--- src/rtl/port_display_scan_if.sv ---
// port_display_scan_if: output-port bytes and blank requests in, multiplexed display pins out.
interface port_display_scan_if;
    logic [7:0] d0_s;
    logic [7:0] d1_s;
    logic [7:0] d2_s;
    logic [7:0] d3_s;
    logic [3:0] blank;
    logic [6:0] seg;
    logic [7:0] an;
    logic       frame;
    modport master (output d0_s, d1_s, d2_s, d3_s, blank, input seg, an, frame);
    modport slave  (input d0_s, d1_s, d2_s, d3_s, blank, output seg, an, frame);
endinterface

--- src/rtl/port_display_scan.sv ---
// port_display_scan: scans four snapshotted port bytes onto an 8-digit hex 7-segment display.
module port_display_scan #(
    parameter int REFRESH_CYCLES = 50000,
    parameter int CNT_W          = 16,
    parameter bit SEG_ACTIVE_LOW = 1'b1,
    parameter bit AN_ACTIVE_LOW  = 1'b1
) (
    input  logic                clk,
    input  logic                reset,
    port_display_scan_if.slave  bus
);
    if (REFRESH_CYCLES < 2 || longint'(REFRESH_CYCLES) > (64'd1 << CNT_W)) begin : g_bad_refresh
        $error("port_display_scan: REFRESH_CYCLES=%0d outside 2..2**CNT_W (CNT_W=%0d)", REFRESH_CYCLES, CNT_W);
    end
    localparam logic [CNT_W-1:0] LAST    = CNT_W'(REFRESH_CYCLES - 1);
    localparam logic [6:0]       SEG_INV = {7{SEG_ACTIVE_LOW}};
    localparam logic [7:0]       AN_INV  = {8{AN_ACTIVE_LOW}};
    logic [CNT_W-1:0] cnt;
    logic [2:0]       idx;
    logic [7:0]       snap [4];
    logic [3:0]       snap_blank;
    logic             tick;
    logic             wrap;
    logic             off;
    logic [3:0]       nib;
    logic [6:0]       glyph;
    logic [7:0]       sel;
    always_comb begin
        tick  = cnt == LAST;
        wrap  = tick && idx == 3'd7;
        off   = snap_blank[idx[2:1]];
        nib   = idx[0] ? snap[idx[2:1]][7:4] : snap[idx[2:1]][3:0];
        sel   = off ? 8'h00 : 8'h01 << idx;
        glyph = 7'h00;
        case (nib)
            4'h0: glyph = 7'b0111111;
            4'h1: glyph = 7'b0000110;
            4'h2: glyph = 7'b1011011;
            4'h3: glyph = 7'b1001111;
            4'h4: glyph = 7'b1100110;
            4'h5: glyph = 7'b1101101;
            4'h6: glyph = 7'b1111101;
            4'h7: glyph = 7'b0000111;
            4'h8: glyph = 7'b1111111;
            4'h9: glyph = 7'b1101111;
            4'hA: glyph = 7'b1110111;
            4'hB: glyph = 7'b1111100;
            4'hC: glyph = 7'b0111001;
            4'hD: glyph = 7'b1011110;
            4'hE: glyph = 7'b1111001;
            4'hF: glyph = 7'b1110001;
        endcase
    end
    // Snapshot lands on the same edge idx wraps, so a whole frame shows one consistent set of bytes.
    always_ff @(posedge clk or posedge reset) begin
        if (reset) begin
            cnt        <= '0;
            idx        <= '0;
            snap       <= '{default: '0};
            snap_blank <= '0;
            bus.frame  <= 1'b0;
            bus.seg    <= SEG_INV;
            bus.an     <= AN_INV;
        end else begin
            cnt       <= tick ? '0 : cnt + 1'b1;
            idx       <= tick ? idx + 1'b1 : idx;
            bus.frame <= wrap;
            if (wrap) begin
                snap[0]    <= bus.d0_s;
                snap[1]    <= bus.d1_s;
                snap[2]    <= bus.d2_s;
                snap[3]    <= bus.d3_s;
                snap_blank <= bus.blank;
            end
            bus.seg <= (off ? 7'h00 : glyph) ^ SEG_INV;
            bus.an  <= sel ^ AN_INV;
        end
    end
endmodule

--- src/flat_wrapper.sv ---
// flat-port wrapper written by rule: the top's interface ports become plain ports
module port_display_scan_flat 
#(
    parameter int REFRESH_CYCLES = 50000,
    parameter int CNT_W          = 16,
    parameter bit SEG_ACTIVE_LOW = 1'b1,
    parameter bit AN_ACTIVE_LOW  = 1'b1
)
  (clk, reset, bus_d0_s, bus_d1_s, bus_d2_s, bus_d3_s, bus_blank, bus_seg, bus_an, bus_frame);
  port_display_scan_if bus_i ();
  input  logic clk;
  input  logic reset;
  input wire logic [$bits(bus_i.d0_s)-1:0] bus_d0_s;
  input wire logic [$bits(bus_i.d1_s)-1:0] bus_d1_s;
  input wire logic [$bits(bus_i.d2_s)-1:0] bus_d2_s;
  input wire logic [$bits(bus_i.d3_s)-1:0] bus_d3_s;
  input wire logic [$bits(bus_i.blank)-1:0] bus_blank;
  output wire logic [$bits(bus_i.seg)-1:0] bus_seg;
  output wire logic [$bits(bus_i.an)-1:0] bus_an;
  output wire logic [$bits(bus_i.frame)-1:0] bus_frame;
  assign bus_i.d0_s = bus_d0_s;
  assign bus_i.d1_s = bus_d1_s;
  assign bus_i.d2_s = bus_d2_s;
  assign bus_i.d3_s = bus_d3_s;
  assign bus_i.blank = bus_blank;
  assign bus_seg = bus_i.seg;
  assign bus_an = bus_i.an;
  assign bus_frame = bus_i.frame;
  port_display_scan #(.REFRESH_CYCLES(REFRESH_CYCLES), .CNT_W(CNT_W), .SEG_ACTIVE_LOW(SEG_ACTIVE_LOW), .AN_ACTIVE_LOW(AN_ACTIVE_LOW)) u_core (.clk(clk), .reset(reset), .bus(bus_i));
endmodule
--- config.mk ---
export PLATFORM = sky130hd
export DESIGN_NAME = port_display_scan_flat
export DESIGN_NICKNAME = d
export VERILOG_FILES = /design/src/rtl/port_display_scan_if.sv /design/src/rtl/port_display_scan.sv /design/src/flat_wrapper.sv
export SDC_FILE = /design/constraint.sdc
export NUM_CORES = 1
export LEC_CHECK = 0
export BUFFER_PORTS_ARGS = -buffer_cell sky130_fd_sc_hd__buf_2
export CORE_MARGIN = 8
export CORE_UTILIZATION = 51
export CTS_BUF_LIST = sky130_fd_sc_hd__clkbuf_16
export CTS_CLUSTER_SIZE = 16
export DETAILED_ROUTE_END_ITERATION = 8
export PLACE_DENSITY = 0.75
export SLEW_MARGIN = 15
export SYNTH_ARGS = -nofsm -noshare
export SYNTH_HDL_FRONTEND = slang
export SYNTH_SLANG_ARGS = --single-unit
--- constraint.sdc ---
create_clock -name clk -period 2.6 [get_ports clk]
set_input_delay 0.13 -clock clk [delete_from_list [all_inputs] [get_ports clk]]
set_output_delay 0.13 -clock clk [all_outputs]
set_load 0.01 [all_outputs]
* Yosys cells after proc, flatten, opt, wreduce, memory -nomap -nowiden
Memories as Yosys holds them, arrays and structs flattened. Index checks and enable logic that the tools add are counted.
Word-level totals: output and inout bits 16, RAM bits 0, latch bits 0, register bits 71, logic and storage cells 31, memory bits (read-only) 112, memories 1, input port bits 38
Memory list:
- (name not given) | words 16, width 7, rd ports 1, clocked after Yosys merged registers in 0, wr ports 0, line port_display_scan.sv:35 | case (nib)
Operators by class: div/mod/pow operators 0, muxes and demuxes 9, reductions and logical operators 1, add/sub/neg operators 2, magnitude comparators 2, shift operators 1, bitwise logic cells 3, eq/ne operators 2, $mul 0
Operators with widths (count):
- 2-to-1 mux 8 bit | 3
- adder 16 x 1 -> 16 bit, second input constant | 1
- binary-select mux 8 bit (select 2 bit) | 1
- equality test 16 bit, second input constant | 1
- 2-to-1 mux 16 bit | 1
- inverter 8 bit | 1
- << shifter 1 x 3 -> 8 bit, first input constant | 1
- 2-to-1 mux 7 bit | 1
- inverter 7 bit | 1
- 2-to-1 mux 4 bit | 1
- adder 3 x 1 -> 3 bit, second input constant | 1
- equality test 3 bit, second input constant | 1
- greater-or-equal comparator 3 bit, second input constant | 1
- < comparator 2 x 3 -> 1 bit, second input constant | 1
- inverter 2 -> 3 bit | 1
- binary-select mux 1 bit (select 2 bit) | 1
- logical AND 1 bit | 1
- 2-to-1 mux 1 bit | 1

* Longest topological paths before layout
An unclocked memory read counts as a cell.
depth in word-level cells 8, mapped depth 9, depth with buffers taken out 7

* Least setup slack after synthesis
Ideal clock, no wire load.
path kind reg2reg, from register u_core.idx[1], to register u_core.bus.seg[3], stages on the path, launching flop included 10, data required time 2.506 ns, setup time 0.094 ns, arrival time 2.508 ns, period minus slack after synthesis 2.601 ns, setup slack -0.001 ns, buffers on the path 2, path through dfrtp_1 -> buf_2 -> buf_4 -> mux4_2 -> mux2i_1 -> inv_1 -> ha_1 -> and3_1 -> a2111oi_0 -> a31oi_1
Between the ends: longest elaborated chain between the ends 8, elaborated cells between the ends (all ways) 10, classes of those cells 7 x mux; 2 x bitwise; 1 x memory
RTL lines:
- start: declaration | line port_display_scan.sv:19 | logic [2:0] idx;
- start signal: assignment | line port_display_scan.sv:66 | idx <= tick ? idx + 1'b1 : idx;
- inverter 2 -> 3 bit (implied by the code) | line port_display_scan.sv:32 | nib = idx[0] ? snap[idx[2:1]][7:4] : snap[idx[2:1]][3:0];
- binary-select mux 8 bit (select 2 bit) | line port_display_scan.sv:32
- 2-to-1 mux 8 bit (implied by the code) (2 in a row) | line port_display_scan.sv:32
- 2-to-1 mux 4 bit | line port_display_scan.sv:32
- memory (16 x 7 bit)
- 2-to-1 mux 7 bit (*) | line port_display_scan.sv:75 | bus.seg <= (off ? 7'h00 : glyph) ^ SEG_INV;
- inverter 7 bit (no source line) (*)
- end signal: assignment | line port_display_scan.sv:75
- end: declaration | line port_display_scan_if.sv:12 | modport slave (input d0_s, d1_s, d2_s, d3_s, blank, output seg, an, frame);
Every way passes the cells marked *; elsewhere a longest branch is shown, timed or not. The select of a mux whose other input is x is not followed. A chain may end at the register's enable or synchronous reset.

* Worst setup path in the final report
from register u_core.idx[2], to register u_core.bus.seg[3]
Same word-level chain as after synthesis.

==> flow_summary.json <==
{
  "clock_power_share_pct": 46.7,
  "dp.final_hpwl_um": 4540,
  "first_pass_iters": 7,
  "seqPwrFrac_pct": 46.6,
  "vias": 2159,
  "timing.setup.tns_ns": 0,
  "met2WireLength_um": 2840,
  "postRouteAntennaNets": 0,
  "synth-seq-cells": 71,
  "initial_core_util_pct": 51.6,
  "htreeDepth": 3,
  "grt_pass1_vias": 2275,
  "dpl_cell_area_um2": 3800,
  "highest_layer": "met4",
  "grt_overflow": 0,
  "drcViolationCount": 0,
  "yosysWarnings": 0,
  "grt_usage_pct": 14.2,
  "yosysSeqAreaShare_pct": 52.4,
  "end_kind": "flop",
  "syn-cell-area_um2": 3430,
  "rows": 30,
  "drt_iter0_drc": 99,
  "yosysUniqueCellTypes": 42,
  "io_buffers": 53,
  "clk_latency_ns": 0.33,
  "grt_pass1_wl_um": 11000,
  "relSlewSlack_pct": 49.5,
  "dp_slack_ns": 0.225,
  "io_pins": 54,
  "ys.flop_type": "dfrtp_1",
  "crit_slowest_cell": "dfrtp_1",
  "period_share_pct": 92.7,
  "post-synth-top-area-cell": "dfrtp_1",
  "cp.required_ns": 2.83,
  "synth_edf_count": 0,
  "synth_common_cells": "56 x dfrtp_1, 30 x mux2_4, 18 x nor2_1",
  "gp_congestion": 0.817,
  "stdcell_area_um2": 4100,
  "syn_avg_cell_area_um2": 13.3,
  "synth.top_cell.area_share_pct": 40.9,
  "cp_top_family": "multiplexers",
  "path_clk_slew_ns": 0.06,
  "cts_buffers": 9,
  "p_sw_share_pct": 21.3,
  "final_layout_size_suffix_gt1_share_pct": 43.1,
  "cts_root_buf": "clkbuf_16",
  "fin_worst_skew_ns": 0.00745,
  "criticalPathCategory": "flop to flop",
  "stdcell_count": 407,
  "syn2layout_area_growth_pct": 19.6,
  "grt_max_degree": 38,
  "hold_class": "input port to flop",
  "timing.final.hold_violations": 0,
  "switchingPower_mw": 0.536,
  "die_w_um": 98.0,
  "start_kind": "flop",
  "synth_cells": 257,
  "drt-met1-wl_um": 3180,
  "wire_per_inst_um": 15.9,
  "rsz0062_at_grt": "no",
  "p_per_area_nw_per_um2": 612,
  "ctsHoldBuffers": 1,
  "cts.sinks": 71,
  "status": "completed",
  "core_um2": 6640,
  "crit_buf_inv": 2,
  "synth_fp_nets": 308,
  "timing.hold.ws_ns": 0.0340,
  "antenna_found_initial": 0,
  "cts_tree": "yes",
  "wl_met3_um": 367,
  "utilization_pct": 61.7,
  "fin_crit_ns": 2.41,
  "layout.nets": 373,
  "layout_setup_ws_ns": 0.189,
  "cts_setup_buffers": 0,
  "fmax_mhz": 415,
  "intPower_mw": 1.98,
  "worst_slew_pin_slew_ns": 0.756,
  "slew_violations": 0,
  "netlist_top_cells_area": "dfrtp_1 41%, mux2_4 13%, dfstp_2 11%",
  "drv_cap": 0,
  "cp_cell_sequence": "buf_4, mux4_2, mux2i_1, inv_1, ha_1, and3_1, a2111oi_0, a31oi_1",
  "p_comb_share_pct": 6.6,
  "dieArea_um2": 9600,
  "ctsResizeCount": 0,
  "cp.arrival_ns": 2.64,
  "path_max_fanout": 7,
  "vdd_ir_drop_max_uv": 356,
  "place_inst": 390,
  "die_h_um": 98.0,
  "antenna_cells": 0,
  "setup_viol": 0,
  "clock_path_buffers": 2,
  "power.leakage_nw": 1.97,
  "p_total_mw": 2.51,
  "synth_most_common_cell": "dfrtp_1",
  "cpPeakStageDelay_ns": 0.53,
  "routed_wl_um": 6490,
  "avgViaCountPerCell": 5.30,
  "async_flop_share_pct": 100
}
sequential cells by signal, indices dropped and copies added (netlist names):
signal and count:
u_core.bus.an 8, u_core.snap_blank 4, u_core.bus.frame 1, u_core.idx 3, u_core.bus.seg 7, u_core.snap 32
u_core.cnt 16
power groups by stage:
stage / logic (mW) / clock network (mW) / registers [mW]
after floorplan: 0.100 / 0 / 1.19
after global placement: 0.163 / 0 / 1.19
after detailed placement: 0.167 / 0 / 1.19
after CTS: 0.170 / 1.20 / 1.17
after global routing: 0.184 / 1.26 / 1.17
final: 0.167 / 1.17 / 1.17
logic make-up after synthesis:
| kind of cell | count (synthesis) | synth area share [%] |
|---|---|---|
| AND/OR/NAND/NOR | 64 | 9.49 |
| XOR/XNOR | 15 | 3.83 |
| multiplexers | 53 | 22.3 |
| flip-flops | 71 | 52.4 |
| AO/OA/AOI/OAI | 22 | 4.27 |
| buffers and inverters | 19 | 2.96 |
| adder cells (fa/ha/maj) | 13 | 4.74 |
layout by cell type (no fill, tap or decap), types with 8 or more instances in the layout:
master,instances
mux2_2,8
inv_1,9
dfstp_2,15
buf_4,9
ha_1,13
mux2_4,30
clkbuf_16,9
xnor2_1,9
dfrtp_1,56
mux2i_1,8
nand2_1,15
nor2_1,18
buf_2,53
worst reg2reg max path, cell delays in order (launching register included):
cell and delay [ns]:
dfrtp_1 0.53, buf_4 0.24, mux4_2 0.30, mux2i_1 0.25, inv_1 0.15, ha_1 0.25
and3_1 0.16, a2111oi_0 0.37, a31oi_1 0.09
area by class of cell:
| type | instances | area (um^2) |
|---|---|---|
| clock buffer | 9 | 225 |
| fill | 505 | 2540 |
| tap | 80 | 100 |
| multi-input combinational | 167 | 1540 |
| inverter | 10 | 37.5 |
| sequential | 71 | 1800 |
| clock inverter | 7 | 65.1 |
| timing repair buffer | 63 | 343 |
path summary, 6_finish.rpt:
path	start	slack [ns]	to	cells past startpoint
min in group asynchronous	reset	0.48	u_core.bus.frame$_DFF_PP0_	3
max	u_core.idx[2]$_DFFE_PP0N_	0.19	u_core.bus.seg[3]$_DFF_PP1_	8
max reg2reg	u_core.idx[2]$_DFFE_PP0N_	0.19	u_core.bus.seg[3]$_DFF_PP1_	8
min reg2reg	u_core.cnt[0]$_DFF_PP0_	0.48	u_core.cnt[0]$_DFF_PP0_	1
min	bus_d3_s[4]	0.03	u_core.snap[4]$_DFFE_PP0P_	2
max in group asynchronous	reset	1.32	u_core.bus.seg[6]$_DFF_PP1_	4
layer usage:
metal  track usage (%)  vias up
li1                  -     1032
met5                 0        -
met1              18.9     1052
met2              20.5       63
met3              4.62       12
met4              6.12        0
Power figures use the tool's default switching activity.
